<file path="config.mk">
export PLATFORM = sky130hd
export DESIGN_NAME = board_state_tracker_flat
export DESIGN_NICKNAME = d
export VERILOG_FILES = /design/src/rtl/board_state_tracker_pkg.sv /design/src/rtl/board_state_tracker_if.sv /design/src/rtl/board_state_tracker_win_checker.sv /design/src/rtl/board_state_tracker.sv /design/src/flat_wrapper.sv
export SDC_FILE = /design/constraint.sdc
export NUM_CORES = 1
export LEC_CHECK = 0
export CORE_UTILIZATION = 38
export CTS_CLUSTER_SIZE = 25
export DETAILED_ROUTE_END_ITERATION = 12
export PLACE_DENSITY = 0.67
export SYNTH_ARGS = -nofsm -noshare
export SYNTH_HDL_FRONTEND = slang
export SYNTH_SLANG_ARGS = --single-unit
</file>
<file path="constraint.sdc">
create_clock -name clk -period 2.5 [get_ports clk]
set_input_delay 0.625 -clock clk [delete_from_list [all_inputs] [get_ports clk]]
set_output_delay 0.625 -clock clk [all_outputs]
set_load 0.02 [all_outputs]
</file>
<file path="src/rtl/board_state_tracker_pkg.sv">
// Shared definitions for the 4x4 Connect4 board tracker: geometry,
// FSM state and player encodings, win-line masks and a small
// counter helper.
package board_state_tracker_pkg;

  localparam int COLS = 4;
  localparam int ROWS = 4;
  localparam logic [4:0] INVALID_POS = 5'd31;

  typedef enum logic [1:0] {
    ST_IDLE   = 2'd0,
    ST_COMMIT = 2'd1,
    ST_CHECK  = 2'd2,
    ST_OVER   = 2'd3
  } state_e;

  typedef enum logic {
    PLAYER1 = 1'b0,
    PLAYER2 = 1'b1
  } player_e;

  // Four-in-a-line masks over cell index row*4+col.
  localparam logic [15:0] ROW_MASK0  = 16'h000F;
  localparam logic [15:0] COL_MASK0  = 16'h1111;
  localparam logic [15:0] DIAG_MASK  = 16'h8421;
  localparam logic [15:0] ANTI_MASK  = 16'h1248;

  // Column fill count increment that never passes ROWS.
  function automatic logic [2:0] cnt_inc(input logic [2:0] c);
    return (c < 3'(ROWS)) ? c + 3'd1 : c;
  endfunction

endpackage

</file>
<file path="src/rtl/board_state_tracker_if.sv">
// Move/board bus between the control/calculator side (master) and the
// board state tracker (slave). The winner signal exists only in
// builds with WIN_DETECT_EN defined.
interface board_state_tracker_if;

  logic        enable;
  logic        new_game;
  logic        move_strobe;
  logic [4:0]  column_position;
  logic        add;
  logic [11:0] counters;
  logic [15:0] board_p1;
  logic [15:0] board_p2;
  logic        current_player;
  logic        move_done;
  logic        illegal_move;
  logic        board_full;
  logic        game_over;
`ifdef WIN_DETECT_EN
  logic [1:0]  winner;
`endif

  modport master (
    output enable, new_game, move_strobe, column_position, add,
    input  counters, board_p1, board_p2, current_player,
    input  move_done, illegal_move, board_full, game_over
`ifdef WIN_DETECT_EN
    , input winner
`endif
  );

  modport slave (
    input  enable, new_game, move_strobe, column_position, add,
    output counters, board_p1, board_p2, current_player,
    output move_done, illegal_move, board_full, game_over
`ifdef WIN_DETECT_EN
    , output winner
`endif
  );

endinterface

</file>
<file path="src/rtl/board_state_tracker_win_checker.sv">
// Combinational four-in-a-line detector for one player's 16-bit board
// (4 rows, 4 columns, 2 diagonals). Only compiled with WIN_DETECT_EN.
`ifdef WIN_DETECT_EN
module board_win_checker
  import board_state_tracker_pkg::*;
(
  input  logic [15:0] board_i,
  output logic        win_o
);

  // Any fully covered line mask is a win.
  always_comb begin
    win_o = 1'b0;
    for (int r = 0; r < ROWS; r++) begin
      if ((board_i & (ROW_MASK0 << (4 * r))) == (ROW_MASK0 << (4 * r))) win_o = 1'b1;
    end
    for (int c = 0; c < COLS; c++) begin
      if ((board_i & (COL_MASK0 << c)) == (COL_MASK0 << c)) win_o = 1'b1;
    end
    if ((board_i & DIAG_MASK) == DIAG_MASK) win_o = 1'b1;
    if ((board_i & ANTI_MASK) == ANTI_MASK) win_o = 1'b1;
  end

endmodule
`endif

</file>
<file path="src/rtl/board_state_tracker.sv">
// Connect4 board state tracker: edge-detects the drop strobe, validates
// the calculator's cell against the column counters, commits the piece
// into the mover's board, alternates turns and flags full/game over.
// Optional macro WIN_DETECT_EN adds four-in-a-line detection and the
// winner output.
module board_state_tracker
  import board_state_tracker_pkg::*;
(
  input  logic                  clk,
  input  logic                  rst_n,
  board_state_tracker_if.slave  bus
);

  state_e                  state_q, state_d;
  logic                    strobe_q;
  logic [3:0]              pos_q, pos_d;
  logic [15:0]             p1_q, p1_d;
  logic [15:0]             p2_q, p2_d;
  logic [COLS-1:0][2:0]    cnt_q, cnt_d;
  player_e                 player_q, player_d;
  logic                    done_q, done_d;
  logic                    illegal_q, illegal_d;
  logic                    full_q, full_d;

  logic                    rise_w;
  logic [1:0]              col_w;
  logic [2:0]              row_w;
  logic [2:0]              cnt_sel_w;
  logic [3:0]              cell_w;
  logic                    occupied_w;
  logic                    accept_w;
  logic                    full_w;
  logic                    win_w;

`ifdef WIN_DETECT_EN
  logic [1:0]              winner_q, winner_d;
  logic [15:0]             mover_board_w;

  // In CHECK the mover's board already holds the committed piece.
  assign mover_board_w = (player_q == PLAYER2) ? p2_q : p1_q;

  board_win_checker u_win (
    .board_i (mover_board_w),
    .win_o   (win_w)
  );

  assign bus.winner = winner_q;
`else
  assign win_w = 1'b0;
`endif

  assign rise_w     = bus.move_strobe & ~strobe_q;
  assign col_w      = bus.column_position[1:0];
  assign row_w      = bus.column_position[4:2];
  assign cell_w     = bus.column_position[3:0];
  assign cnt_sel_w  = cnt_q[col_w];
  assign occupied_w = p1_q[cell_w] | p2_q[cell_w];
  assign full_w     = &(p1_q | p2_q);

  // A drop is legal only onto the lowest free cell of a non-full column.
  assign accept_w = bus.add
                  && (bus.column_position != INVALID_POS)
                  && (row_w == cnt_sel_w)
                  && (cnt_sel_w < 3'(ROWS))
                  && !occupied_w;

  // State and board registers; strobe history tracks every cycle.
  always_ff @(posedge clk or negedge rst_n) begin
    if (!rst_n) begin
      state_q   <= ST_IDLE;
      strobe_q  <= 1'b0;
      pos_q     <= '0;
      p1_q      <= '0;
      p2_q      <= '0;
      cnt_q     <= '0;
      player_q  <= PLAYER1;
      done_q    <= 1'b0;
      illegal_q <= 1'b0;
      full_q    <= 1'b0;
`ifdef WIN_DETECT_EN
      winner_q  <= 2'b00;
`endif
    end else begin
      state_q   <= state_d;
      strobe_q  <= bus.move_strobe;
      pos_q     <= pos_d;
      p1_q      <= p1_d;
      p2_q      <= p2_d;
      cnt_q     <= cnt_d;
      player_q  <= player_d;
      done_q    <= done_d;
      illegal_q <= illegal_d;
      full_q    <= full_d;
`ifdef WIN_DETECT_EN
      winner_q  <= winner_d;
`endif
    end
  end

  // Next-state logic: accept/reject, commit, end-of-move evaluation.
  always_comb begin
    state_d   = state_q;
    pos_d     = pos_q;
    p1_d      = p1_q;
    p2_d      = p2_q;
    cnt_d     = cnt_q;
    player_d  = player_q;
    done_d    = 1'b0;
    illegal_d = 1'b0;
    full_d    = full_q;
`ifdef WIN_DETECT_EN
    winner_d  = winner_q;
`endif

    if (bus.new_game) begin
      state_d  = ST_IDLE;
      pos_d    = '0;
      p1_d     = '0;
      p2_d     = '0;
      cnt_d    = '0;
      player_d = PLAYER1;
      full_d   = 1'b0;
`ifdef WIN_DETECT_EN
      winner_d = 2'b00;
`endif
    end else begin
      case (state_q)
        ST_IDLE: begin
          if (bus.enable && rise_w) begin
            if (accept_w) begin
              pos_d   = cell_w;
              state_d = ST_COMMIT;
            end else begin
              illegal_d = 1'b1;
            end
          end
        end
        ST_COMMIT: begin
          if (player_q == PLAYER2) p2_d = p2_q | (16'h0001 << pos_q);
          else                     p1_d = p1_q | (16'h0001 << pos_q);
          cnt_d[pos_q[1:0]] = cnt_inc(cnt_q[pos_q[1:0]]);
          state_d = ST_CHECK;
        end
        ST_CHECK: begin
          full_d   = full_w;
          done_d   = 1'b1;
          player_d = (player_q == PLAYER1) ? PLAYER2 : PLAYER1;
          state_d  = (full_w || win_w) ? ST_OVER : ST_IDLE;
`ifdef WIN_DETECT_EN
          if (win_w)       winner_d = (player_q == PLAYER2) ? 2'b10 : 2'b01;
          else if (full_w) winner_d = 2'b11;
          else             winner_d = 2'b00;
`endif
        end
        default: begin
          state_d = ST_OVER;
        end
      endcase
    end
  end

  assign bus.counters       = cnt_q;
  assign bus.board_p1       = p1_q;
  assign bus.board_p2       = p2_q;
  assign bus.current_player = player_q;
  assign bus.move_done      = done_q;
  assign bus.illegal_move   = illegal_q;
  assign bus.board_full     = full_q;
  assign bus.game_over      = (state_q == ST_OVER);

endmodule

</file>
<file path="src/flat_wrapper.sv">
// flat-port wrapper written by rule: the top's interface ports become plain ports
module board_state_tracker_flat import board_state_tracker_pkg::*;
  (clk, rst_n, bus_enable, bus_new_game, bus_move_strobe, bus_column_position, bus_add, bus_counters, bus_board_p1, bus_board_p2, bus_current_player, bus_move_done, bus_illegal_move, bus_board_full, bus_game_over);
  board_state_tracker_if bus_i ();
  input  logic clk;
  input  logic rst_n;
  input wire logic [$bits(bus_i.enable)-1:0] bus_enable;
  input wire logic [$bits(bus_i.new_game)-1:0] bus_new_game;
  input wire logic [$bits(bus_i.move_strobe)-1:0] bus_move_strobe;
  input wire logic [$bits(bus_i.column_position)-1:0] bus_column_position;
  input wire logic [$bits(bus_i.add)-1:0] bus_add;
  output wire logic [$bits(bus_i.counters)-1:0] bus_counters;
  output wire logic [$bits(bus_i.board_p1)-1:0] bus_board_p1;
  output wire logic [$bits(bus_i.board_p2)-1:0] bus_board_p2;
  output wire logic [$bits(bus_i.current_player)-1:0] bus_current_player;
  output wire logic [$bits(bus_i.move_done)-1:0] bus_move_done;
  output wire logic [$bits(bus_i.illegal_move)-1:0] bus_illegal_move;
  output wire logic [$bits(bus_i.board_full)-1:0] bus_board_full;
  output wire logic [$bits(bus_i.game_over)-1:0] bus_game_over;
  assign bus_i.enable = bus_enable;
  assign bus_i.new_game = bus_new_game;
  assign bus_i.move_strobe = bus_move_strobe;
  assign bus_i.column_position = bus_column_position;
  assign bus_i.add = bus_add;
  assign bus_counters = bus_i.counters;
  assign bus_board_p1 = bus_i.board_p1;
  assign bus_board_p2 = bus_i.board_p2;
  assign bus_current_player = bus_i.current_player;
  assign bus_move_done = bus_i.move_done;
  assign bus_illegal_move = bus_i.illegal_move;
  assign bus_board_full = bus_i.board_full;
  assign bus_game_over = bus_i.game_over;
  board_state_tracker u_core (.clk(clk), .rst_n(rst_n), .bus(bus_i));
endmodule
</file>
==> metrics.yaml, run 1 <==
outcome:
  status: "finished clean"
layout:
  layout.nets: 348
  diodes: 0
  layout-drive-gt1-share_pct: 9.79
  fillCellCount: 668
  post-route-cell-area_um2: 3520
  area_delta_synth_final_pct: 30.4
  layoutNonFillerInstCount: 433
power:
  peakVddDrop_uv: 241
  power_density_nw_per_um2: 437
  p_leak_nw: 1.44
critical_path:
  crit_buf_inv: 3
  rrSetupSlack_ns: 0.44
  cp_cell_sequence: "clkdlybuf4s50_1 -> buf_4 -> nor4b_2 -> nor4b_1 -> a22oi_1 -> nand3_1 -> nand4bb_1 -> buf_4 -> mux2i_1"
  slowest_stage: "clkdlybuf4s50_1"
  r2r_start: "u_core.pos_q[0]"
  path_max_fanout: 13
  worstSetupPathType: "in -> reg"
  critPathArrivalTime_ns: 2.44
  rr_worst_depth: 4
  cp-start-kind: "input port"
  path_common_cell: "buf_4"
  r2r_end: "u_core.bus.counters[7]"
  critPathMaxStageDelay_ns: 0.47
  path_delay_family: "buffers and inverters"
  cp.required_ns: 2.71
  end_kind: "flop"
place:
  gp_congestion: 0.847
  port-buffer-count: 59
  hpwl_um: 5280
  dp.cells: 425
  placed_area_um2: 3420
routing:
  routedWlPerCell_um: 16.9
  drc: 0
  drt-total-wl_um: 7310
  ant_nets: 0
  drtIter0Drc: 126
  drtPass1Iterations: 4
  num_vias: 2380
  vias_per_cell: 5.50
clocking:
  insertion_delay_ns: 0.31
  hold_buffers: 0
  cts.repair.resized: 0
  clk_pin_slew_ns: 0.11
  tritoncts: "done"
  root_buffer: "clkbuf_8"
  cts_setup_buffers: 0
  cts_buffers: 5
  h-tree-depth: 2
  clockBufferDepth: 2
  cts.sinks: 55
timing:
  clock_skew_ns: 0.0106
  min_period_over_period_pct: 89.4
  rsz0062_at_grt: "no"
  period_needed_ns: 2.23
  worst_pin_slew_ns: 0.754
  slew_violations: 0
  finalHoldViolCount: 0
  setup_viol: 0
  holdWs_ns: 0.322
  max_slew_margin_pct: 49.4
  fmax_mhz: 448
synthesis:
  post-synth-top-area-cell: "dfrtp_1"
  synth_edf_count: 0
  synth.cell_area_um2: 2700
  synth_seq_cells: 55
  synthesis.nets: 285
  syn-instance-count: 273
  yosysWarnings: 0
  synthTopCellsByArea: "dfrtp_1, nor2_1, a21oi_1, mux2i_1, nand2b_1"
  synth_cell_types: 36
  yosysSeqAreaShare_pct: 51.0
  yosys.area.top_type_share_pct: 51.0
  avgSynthCellArea_um2: 9.88
  synthTopCellsByCount: "nor2_1, dfrtp_1, a21oi_1"
  synth_most_common_cell: "nor2_1"
  postSynth.asyncResetShare_pct: 100
  synthFlopType: "dfrtp_1"
floorplan:
  ioPinCount: 60
  fp.dieArea_um2: 7440
  die_y_um: 86.3
  rows: 30
  die_w_um: 86.3
  start_util_pct: 39.5
  core-area_um2: 6830
min_path:
  hp-class: "in -> async"
grt:
  grt_pass1_wl_um: 11900
  grt_util_all_layers_pct: 20.8
  antenna_found_initial: 0
  gr-total-overflow: 0
  grt_max_degree: 37
  grt_pass1_vias: 2336
job:
  maxCapViolations: 0
[cell type report]
type	instances	area, um2	area share (%)
multi-input cells	201	1220	34.8
clock inverters	2	16.3	0.462
flip-flops and latches	55	1380	39.1
repair buffers	73	698	19.8
well taps	96	120	3.41
clock buffers	6	82.6	2.35
[registers in the layout, indices dropped and copies added (netlist names)]
register,flops
u_core.bus.board_p1,16
u_core.bus.board_p2,16
u_core.bus.counters,12
u_core.pos_q,4
u_core.state_q,2
u_core.bus.board_full,1
u_core.bus.current_player,1
u_core.bus.illegal_move,1
u_core.bus.move_done,1
u_core.strobe_q,1
[worst max-delay path by stage]
stage / from / endpoint / slack (ns) / cells past startpoint
after CTS: bus_column_position[0] / u_core.pos_q[0] / 0.27 / 9
after global placement: bus_column_position[0] / u_core.pos_q[1] / -0.05 / 9
after floorplan: bus_column_position[1] / u_core.pos_q[0] / 0.59 / 9
final: bus_column_position[0] / u_core.pos_q[1] / 0.27 / 9
after detailed placement: bus_column_position[0] / u_core.pos_q[3] / -0.06 / 9
after global routing: bus_column_position[0] / u_core.pos_q[2] / 0.07 / 9
[through the flow]
step	setup TNS, ns	util [%]	power, mW	worst slack (ns)
floorplan	0	-	0.969	0.591
global placement	-0.195	50.1	1.02	-0.0481
CTS	0	51.5	1.54	0.271
detailed placement	-0.255	50.1	1.03	-0.0630
finish	0	51.5	1.54	0.266
global route	0	51.5	1.59	0.0737
[routing by layer]
| layer | track usage [%] | share of wire (%) |
|---|---|---|
| met1 | 29.3 | 46 |
| met2 | 33.1 | 48 |
| met3 | 3.52 | 5.4 |
| met4 | 6.06 | 1.2 |
| met5 | 0 | 0 |
[kinds of logic (layout without fill, tap and decap cells)]
| kind of cell | Yosys count | count (layout) | synth area share (%) |
|---|---|---|---|
| adders and majority gates | 1 | 1 | 0.464 |
| xor gates and xnor gates | 5 | 5 | 1.62 |
| DFF | 55 | 55 | 51.0 |
| AOI/OAI and AO/OA | 63 | 63 | 13.4 |
| and+or+nand+nor | 117 | 117 | 22.4 |
| buffers and inverters | 17 | 81 | 3.57 |
| muxes | 15 | 15 | 7.56 |
[cell usage in the layout (no fill, tap or decap), drive strengths merged]
cell,netlist,layout
nor2,59,59
clkdlybuf4s50,0,57
dfrtp,55,55
a21oi,37,37
buf,6,16
mux2i,11,11
nand2b,11,11
nor3,9,9
nand2,8,8
a211oi,8,8
o21ai,8,8
o22ai,7,7
clkbuf,11,6
nor4,6,6
nor4b,6,6
xnor2,5,5
nor3b,5,5
nor2b,4,4
mux4,4,4
and2,2,2
nand3,2,2
nand4b,1,1
nand4,1,1
a22oi,1,1
nand3b,1,1
or2,1,1
o22a,1,1
o221ai,1,1
nand4bb,1,1
ha,1,1
clkinvlp,0,1
clkinv,0,1
[power by group]
part	total (mW)	internal (mW)	switching (mW)
combinational	0.115	0.0506	0.0645
clock	0.530	0.227	0.303
sequential	0.892	0.891	0.00124
total	1.54	1.17	0.368
Power figures use the tool's default switching activity.
==> run 2, diff against run 1 <==
--- a/config.mk
+++ b/config.mk
@@ -9,6 +9,7 @@
 export CTS_CLUSTER_SIZE = 25
 export DETAILED_ROUTE_END_ITERATION = 12
 export PLACE_DENSITY = 0.67
+export SLEW_MARGIN = 25
 export SYNTH_ARGS = -nofsm -noshare
 export SYNTH_HDL_FRONTEND = slang
 export SYNTH_SLANG_ARGS = --single-unit
==> results of run 2 <==
No change in the layout: final DEF, timing and power equal those of run 1.
==> run 3, diff against run 2 <==
--- a/config.mk
+++ b/config.mk
@@ -5,8 +5,9 @@
 export SDC_FILE = /design/constraint.sdc
 export NUM_CORES = 1
 export LEC_CHECK = 0
+export CORE_MARGIN = 4
 export CORE_UTILIZATION = 38
-export CTS_CLUSTER_SIZE = 25
+export CTS_CLUSTER_SIZE = 8
 export DETAILED_ROUTE_END_ITERATION = 12
 export PLACE_DENSITY = 0.67
 export SLEW_MARGIN = 25
==> run 3 against run 2 <==
- wire length grew 1.5%
- count of clock-buffer cells in the layout up 1
- core utilization fell by 0.26 points
- hold slack got worse by 0.0023 ns
- sequential power about the same
- first-iteration DRC count is 32% higher
- cell area shrank 0.50%
- fmax is 6.2% lower
- combinational power hardly changed
- critical path depth is the same
- via count fell by 2.3%
- critical endpoint is now u_core.pos_q[2]
- largest cell class unchanged
- largest power group unchanged
==> metrics.yaml, run 3 (synthesized netlist as in run 1, its figures left out) <==
timing:
  worst_pin_slew_ns: 0.639
  holdWs_ns: 0.319
  slew_violations: 0
  period_needed_ns: 2.38
  setup_ws_ns: 0.118
  rsz0062_at_grt: "no"
  fmax_mhz: 420
  min_period_over_period_pct: 95.3
  finalHoldViolCount: 0
  setup_tns_ns: 0
  setup_viol: 0
  clock_skew_ns: 0.00795
  max_slew_margin_pct: 57.1
layout:
  layout-drive-gt1-share_pct: 9.20
  area_delta_synth_final_pct: 29.8
  diodes: 0
  fillCellCount: 673
  layout.nets: 348
  final_common_cell: "nor2_1"
  layoutNonFillerInstCount: 433
  most-common-layout-cells: "nor2_1, clkdlybuf4s50_1, dfrtp_1"
grt:
  antenna_found_initial: 0
  gr-total-overflow: 0
  grt_max_degree: 31
  grt_util_all_layers_pct: 18.2
  grt_pass1_vias: 2371
  grt_pass1_wl_um: 12400
outcome:
  status: "finished clean"
clocking:
  clockBufferDepth: 2
  cts_buffers: 5
  cts.sinks: 55
  h-tree-depth: 2
  insertion_delay_ns: 0.31
  root_buffer: "clkbuf_8"
  cts_setup_buffers: 0
  hold_buffers: 0
  cts.repair.resized: 0
  tritoncts: "done"
  clk_pin_slew_ns: 0.10
critical_path:
  path_max_fanout: 13
  end_kind: "flop"
  path_common_cell: "buf_4"
  slowest_stage: "clkdlybuf4s50_1"
  path_delay_family: "buffers and inverters"
  cp_cell_sequence: "clkdlybuf4s50_1 -> buf_4 -> nor4b_1 -> nor4_1 -> a22oi_1 -> nand3_1 -> nand4bb_1 -> buf_4 -> mux2i_1"
  worstSetupPathType: "in -> reg"
  crit_buf_inv: 3
  critPathArrivalTime_ns: 2.58
  cp.required_ns: 2.70
  critPathMaxStageDelay_ns: 0.48
  cp-start-kind: "input port"
min_path:
  hp-class: "in -> async"
power:
  p_leak_nw: 1.44
  power_mw: 1.48
  power_density_nw_per_um2: 423
  peakVddDrop_uv: 226
floorplan:
  fp.dieArea_um2: 8510
  core-area_um2: 6830
  die_w_um: 92.3
  ioPinCount: 60
  die_y_um: 92.3
  start_util_pct: 39.5
  rows: 30
job:
  maxCapViolations: 0
routing:
  drc: 0
  drt-total-wl_um: 7420
  ant_nets: 0
  num_vias: 2326
  drtIter0Drc: 166
  vias_per_cell: 5.37
  routedWlPerCell_um: 17.1
  drtPass1Iterations: 4
place:
  pre_cts_slack_ns: -0.192
  gp_congestion: 0.827
  hpwl_um: 5560
  port-buffer-count: 59
  dp.cells: 425
run 3: final cells by class:
cell class | count | area (um2) | area share, %
Clock inverter | 1 | 5.00 | 0.143
Clock buffer | 7 | 76.3 | 2.18
Sequential cell | 55 | 1380 | 39.3
Multi-Input combinational cell | 201 | 1220 | 35.0
Tap cell | 96 | 120 | 3.43
Timing Repair Buffer | 73 | 698 | 19.9
run 3: per-layer routing:
layer	GRT usage (%)	vias up	wire length, um	part of all wire [%]
li1	-	1090	-	-
met4	4.21	0	96	1.3
met5	0	-	0	0
met3	4.02	9	402	5.4
met2	29.3	77	3530	48
met1	25.2	1150	3390	46
run 3: stage by stage:
| stage | cell area (um2) | util [%] |
|---|---|---|
| 2_1_floorplan | 2700 | - |
| 3_3_place_gp | 3420 | 50.1 |
| 3_5_place_dp | 3420 | 50.1 |
| 4_1_cts | 3500 | 51.2 |
| 5_1_grt | 3500 | 51.2 |
| 6_report | 3500 | 51.2 |
run 3: worst paths after layout:
| path | from | to | slack (ns) | cells after the start |
|---|---|---|---|---|
| worst max-delay path | bus_column_position[0] | u_core.pos_q[2] | 0.12 | 9 |
| worst min-delay path | rst_n | u_core.bus.board_p2[1] | 0.32 | 1 |
| max in group asynchronous | rst_n | u_core.bus.board_p1[12] | 1.61 | 2 |
| worst min register to register | u_core.bus.board_full | u_core.bus.board_full | 0.55 | 2 |
| worst max register to register | u_core.pos_q[0] | u_core.bus.counters[7] | 0.46 | 4 |
| min in group clk | u_core.bus.board_full | u_core.bus.board_full | 0.55 | 2 |
run 3: report_power, final:
group	total (mW)	internal [mW]	switching [mW]
clock	0.473	0.197	0.276
sequential	0.892	0.891	0.00121
combinational	0.116	0.0506	0.0650
total	1.48	1.14	0.342
